`src/rtl/bcd_multidigit_counter.sv`:
```
// Multi-digit BCD up/down counter with parallel load, cascade terminal count and sticky wrap flag.
// The whole digit chain resolves in one cycle; there is no ripple between decades.
module bcd_multidigit_counter #(
  parameter int unsigned DIGITS = 4,
  parameter int unsigned W      = 4 * DIGITS
) (
  input  logic         CP,
  input  logic         rst,
  input  logic         EN,
  input  logic         Ad,
  input  logic         UP,
  input  logic         LD,
  input  logic [W-1:0] D,
  output logic [W-1:0] Q,
  output logic         TC,
  output logic         OV
);

  logic [W-1:0] q_q, q_d;
  logic         ov_q, ov_d;
  logic [W-1:0] step_val;
  logic [W-1:0] load_val;
  logic         carry;
  logic         all9;
  logic         all0;
  logic         run;
  logic [3:0]   dig;
  logic [3:0]   nxt;

  assign run = EN | Ad;

  // carry doubles as borrow when counting down; it survives the top digit only on a wrap
  always_comb begin
    step_val = '0;
    load_val = '0;
    carry    = 1'b1;
    all9     = 1'b1;
    all0     = 1'b1;
    dig      = 4'd0;
    nxt      = 4'd0;
    for (int k = 0; k < DIGITS; k++) begin
      dig = q_q[4*k +: 4];
      if (dig != 4'd9) all9 = 1'b0;
      if (dig != 4'd0) all0 = 1'b0;
      load_val[4*k +: 4] = (D[4*k +: 4] > 4'd9) ? 4'd9 : D[4*k +: 4];
      nxt = dig;
      if (carry) begin
        if (UP) begin
          if (dig >= 4'd9) begin
            nxt = 4'd0;
          end else begin
            nxt   = dig + 4'd1;
            carry = 1'b0;
          end
        end else begin
          if (dig == 4'd0) begin
            nxt = 4'd9;
          end else begin
            nxt   = dig - 4'd1;
            carry = 1'b0;
          end
        end
      end
      step_val[4*k +: 4] = nxt;
    end
  end

  always_comb begin
    q_d  = q_q;
    ov_d = ov_q;
    if (LD) begin
      q_d  = load_val;
      ov_d = 1'b0;
    end else if (run) begin
      q_d = step_val;
      if (carry) ov_d = 1'b1;
    end
  end

  always_ff @(posedge CP or posedge rst) begin
    if (rst) begin
      q_q  <= '0;
      ov_q <= 1'b0;
    end else begin
      q_q  <= q_d;
      ov_q <= ov_d;
    end
  end

  assign Q  = q_q;
  assign OV = ov_q;
  assign TC = run & (UP ? all9 : all0);

endmodule
```
`config.mk`:
```
export PLATFORM = sky130hd
export DESIGN_NAME = bcd_multidigit_counter
export DESIGN_NICKNAME = d
export VERILOG_FILES = /design/src/rtl/bcd_multidigit_counter.sv
export SDC_FILE = /design/constraint.sdc
export NUM_CORES = 1
export LEC_CHECK = 0
export BUFFER_PORTS_ARGS = -buffer_cell sky130_fd_sc_hd__buf_4
export CAP_MARGIN = 0
export CELL_PAD_IN_SITES_DETAIL_PLACEMENT = 0
export CELL_PAD_IN_SITES_GLOBAL_PLACEMENT = 2
export CORE_AREA = 2 2 67 85
export CTS_BUF_LIST = sky130_fd_sc_hd__clkbuf_4 sky130_fd_sc_hd__clkbuf_8
export DETAILED_ROUTE_END_ITERATION = 10
export DIE_AREA = 0 0 69 87
export PLACE_DENSITY = 0.88
export SYNTH_ARGS = -nofsm -noshare
export SYNTH_HDL_FRONTEND = slang
export SYNTH_SLANG_ARGS = --single-unit
```
`constraint.sdc`:
```
create_clock -name CP -period 6.45 [get_ports CP]
set_clock_uncertainty 0.2 [all_clocks]
set_input_delay 0.645 -clock CP [delete_from_list [all_inputs] [get_ports CP]]
set_output_delay 0.645 -clock CP [all_outputs]
set_load 0.01 [all_outputs]
```
==> results.md <==
* Status: finished, final reports clean
* HPWL Detailed at 3260 um
* Chip Width at 69 um
* Die height at 87 um
* Share of cells above drive strength 1 at 0.238
* Critical Path AT at 2.29 ns
* Syn nets at 252
* Largest net degree at the start of global routing at 43
* Syn_area_per_cell at 8.23 sq um
* Cell Rows at 30
* Critical path's slowest cell: or3b_2
* Internal power at 246 uW
* Initial antenna violation count at 0
* Residual DRC at 0
* Layout area overhead at 19.4%
* Crit path cell chain: inv_1 -> ha_1 -> or3b_2 -> nor4_1 -> a21oi_1 -> nor3_1 -> buf_4
* Final period utilization at 0.486
* Hold-fix buffers, CTS at 0
* Switching portion of total power at 0.381
* Root buffer cell: clkbuf_8
* Fmax at 319 MHz
* Clock share of power at 0.221
* Vias in the first global route at 1682
* Worst slew margin at 0.536
* YS warnings at 0
* Flop pwr share at 0.372
* Core Box Area at 5260 sq um
* Dominant cells by area after synthesis: dfrtp_1, ha_1, o21ai_0
* Deepest clock path buffer count at 2
* Peak supply drop at 0.0000911 V
* GRT Residual Overflow at 0
* Filler cells at 588
* TritonCTS clock tree: yes
* Largest fanout on the critical path at 9
* Seq/Total Area, Yosys at 0.238
* Final instance area at 2130 sq um
* Combinational share of power at 0.407
* Worst-path clk slew at 0.07 ns
* Die area at 6000 sq um
* Mapped Area at 1790 sq um
* Fin crit period at 3.14 ns
* RD Place Congestion at 0.754
* Setup Fix Bufs, Post-CTS at 0
* CP startpoint kind: register
* DRT antenna net count at 0
* Via Count at 1738
* ANT cells at 0
* Yosys reg bits at 17
* CTS Buf Count at 3
* Worst Path Buf+Inv at 2
* Leak Pwr at 0.893 nW
* Most area-hungry cell type in the Yosys netlist: dfrtp_1
* Port Buf Inserts at 39
* Setup TNS at 0 ns
* Final wirelength at 4450 um
* Distinct cell type count of the synthesized netlist at 60
* HP Class: input pin to asynchronous set/reset pin
* Overall global routing resource usage at 0.154
* Count of final hold-check violations at 0
* Predominant post-synthesis flop cell: dfrtp_1
* Crit-path leading delay family: simple AND/OR/NAND/NOR gates
* RSZ-0062 raised after global routing: false
* Final net count at 284
* PwrDens at 187 nW/um^2
* Final setup vio count at 0
* Post-CTS sizing at 0
* H-tree depth at 1
* Clk_lat worst skew at 0.26 ns
* Area after DPL at 2080 sq um
* Syn Inst Count at 217
* WP data required at 5.60 ns
* Async set or reset register ratio after synthesis at 1.00
* First-pass detailed-route iteration total at 4
* Max-Cap Viols at 0
* Number of flops mapped to enable cells by yosys at 0
* Switching power at 151 uW
* Kind of critical path: register to primary output
* Worst slew pin tran at 0.695 ns
* Fin. max-slew vios at 0
* Crit-path max cell delay at 0.51 ns
* Avg WL per Cell at 14.3 um
* Io pins at 40
* Crit. End Element: primary output
* Top cell type's share of synthesized area at 0.238
* Clk sinks at 17
* Initial core utilization at 0.340
* Iteration-0 DRC Markers at 113
* Vias per inst at 5.57
* First-pass GRT wire length at 7710 um
* Total power at 398 uW
## layout make-up
type | count | area, sq um | area share
inverter | 17 | 63.8 | 0.0299
multi-input combinational | 171 | 1220 | 0.573
clock buffer | 4 | 48.8 | 0.0229
tap | 64 | 80.1 | 0.0375
timing repair buffer | 39 | 293 | 0.137
sequential | 17 | 425 | 0.199
## registers in the layout (all words and copies together), names as in the netlist
signal / flops
Q: 16
OV: 1
## power by group through the flow
stage               registers (mW)  logic [mW]  clock network [mW]
floorplan                    0.142       0.116                   0
global placement             0.150       0.163                   0
detailed placement           0.150       0.163                   0
CTS                          0.148       0.164              0.0911
global route                 0.152       0.184              0.0960
finish                       0.148       0.162              0.0881
## synth_stat cells (3+ instances only)
cell,n
a21oi_1,8
dfrtp_1,17
nand2_1,14
o21ai_0,24
or3b_2,3
ha_1,13
mux2i_1,5
nand3b_1,6
o22ai_1,3
nor4b_1,3
nand4_1,3
a31oi_1,3
nand3_1,3
a21boi_0,3
clkbuf_1,8
nor2_1,17
nor3b_1,5
nand2b_1,4
a22o_1,3
o211ai_1,4
nor2b_1,3
inv_1,17
nor3_1,3
## stage by stage
stage | utilization | setup WS, ns | hold WS (ns) | std cells
4_1_cts | 0.406 | 3.28 | 0.321 | 312
2_1_floorplan | - | 3.74 | 0.327 | 217
3_3_place_gp | 0.397 | 3.61 | 0.294 | 308
5_1_grt | 0.406 | 3.13 | 0.348 | 312
3_5_place_dp | 0.397 | 3.57 | 0.304 | 308
6_report | 0.406 | 3.31 | 0.295 | 312
## cell families (layout without fill, tap and decap cells)
| kind of cell | after synthesis | in the layout | synth area share |
|---|---|---|---|
| AOI/OAI and AO/OA | 78 | 78 | 0.309 |
| DFF | 17 | 17 | 0.238 |
| and+or+nand+nor | 73 | 73 | 0.239 |
| xor gates and xnor gates | 1 | 1 | 0.00490 |
| adders and majority gates | 13 | 13 | 0.0910 |
| muxes | 6 | 6 | 0.0406 |
| buffers and inverters | 29 | 60 | 0.0777 |
## cell usage in the layout (no fill, tap or decap), drive strengths merged, types with 4 or more instances in the layout
| cell | n |
|---|---|
| a21oi | 8 |
| a31oi | 4 |
| buf | 39 |
| clkbuf | 4 |
| dfrtp | 17 |
| ha | 13 |
| inv | 17 |
| mux2i | 5 |
| nand2 | 14 |
| nand2b | 4 |
| nand3b | 6 |
| nor2 | 19 |
| nor3 | 4 |
| nor3b | 5 |
| o211ai | 4 |
| o21ai | 25 |
| or3b | 4 |
## worst paths after layout
check,from,end,slack (ns),cells past startpoint
setup / recovery,Q[8]$_DFFE_PP0P_,TC,3.31,7
hold / removal,rst,Q[12]$_DFFE_PP0P_,0.29,2
setup reg to reg,Q[0]$_DFFE_PP0P_,Q[13]$_DFFE_PP0P_,3.75,7
hold reg to reg,OV$_DFFE_PP0P_,OV$_DFFE_PP0P_,0.31,2
max in group asynchronous,rst,Q[3]$_DFFE_PP0P_,5.31,2
min in group CP,OV$_DFFE_PP0P_,OV$_DFFE_PP0P_,0.31,2
## layer usage
layer / vias to the layer above / share of wire / track usage
met2: 29 / 0.51 / 0.275
met5: - / 0 / 0
met1: 832 / 0.45 / 0.194
li1: 872 / - / -
met4: 0 / 0.015 / 0.0535
met3: 5 / 0.023 / 0.0139
No activity file was read; power rests on OpenSTA's default activity.
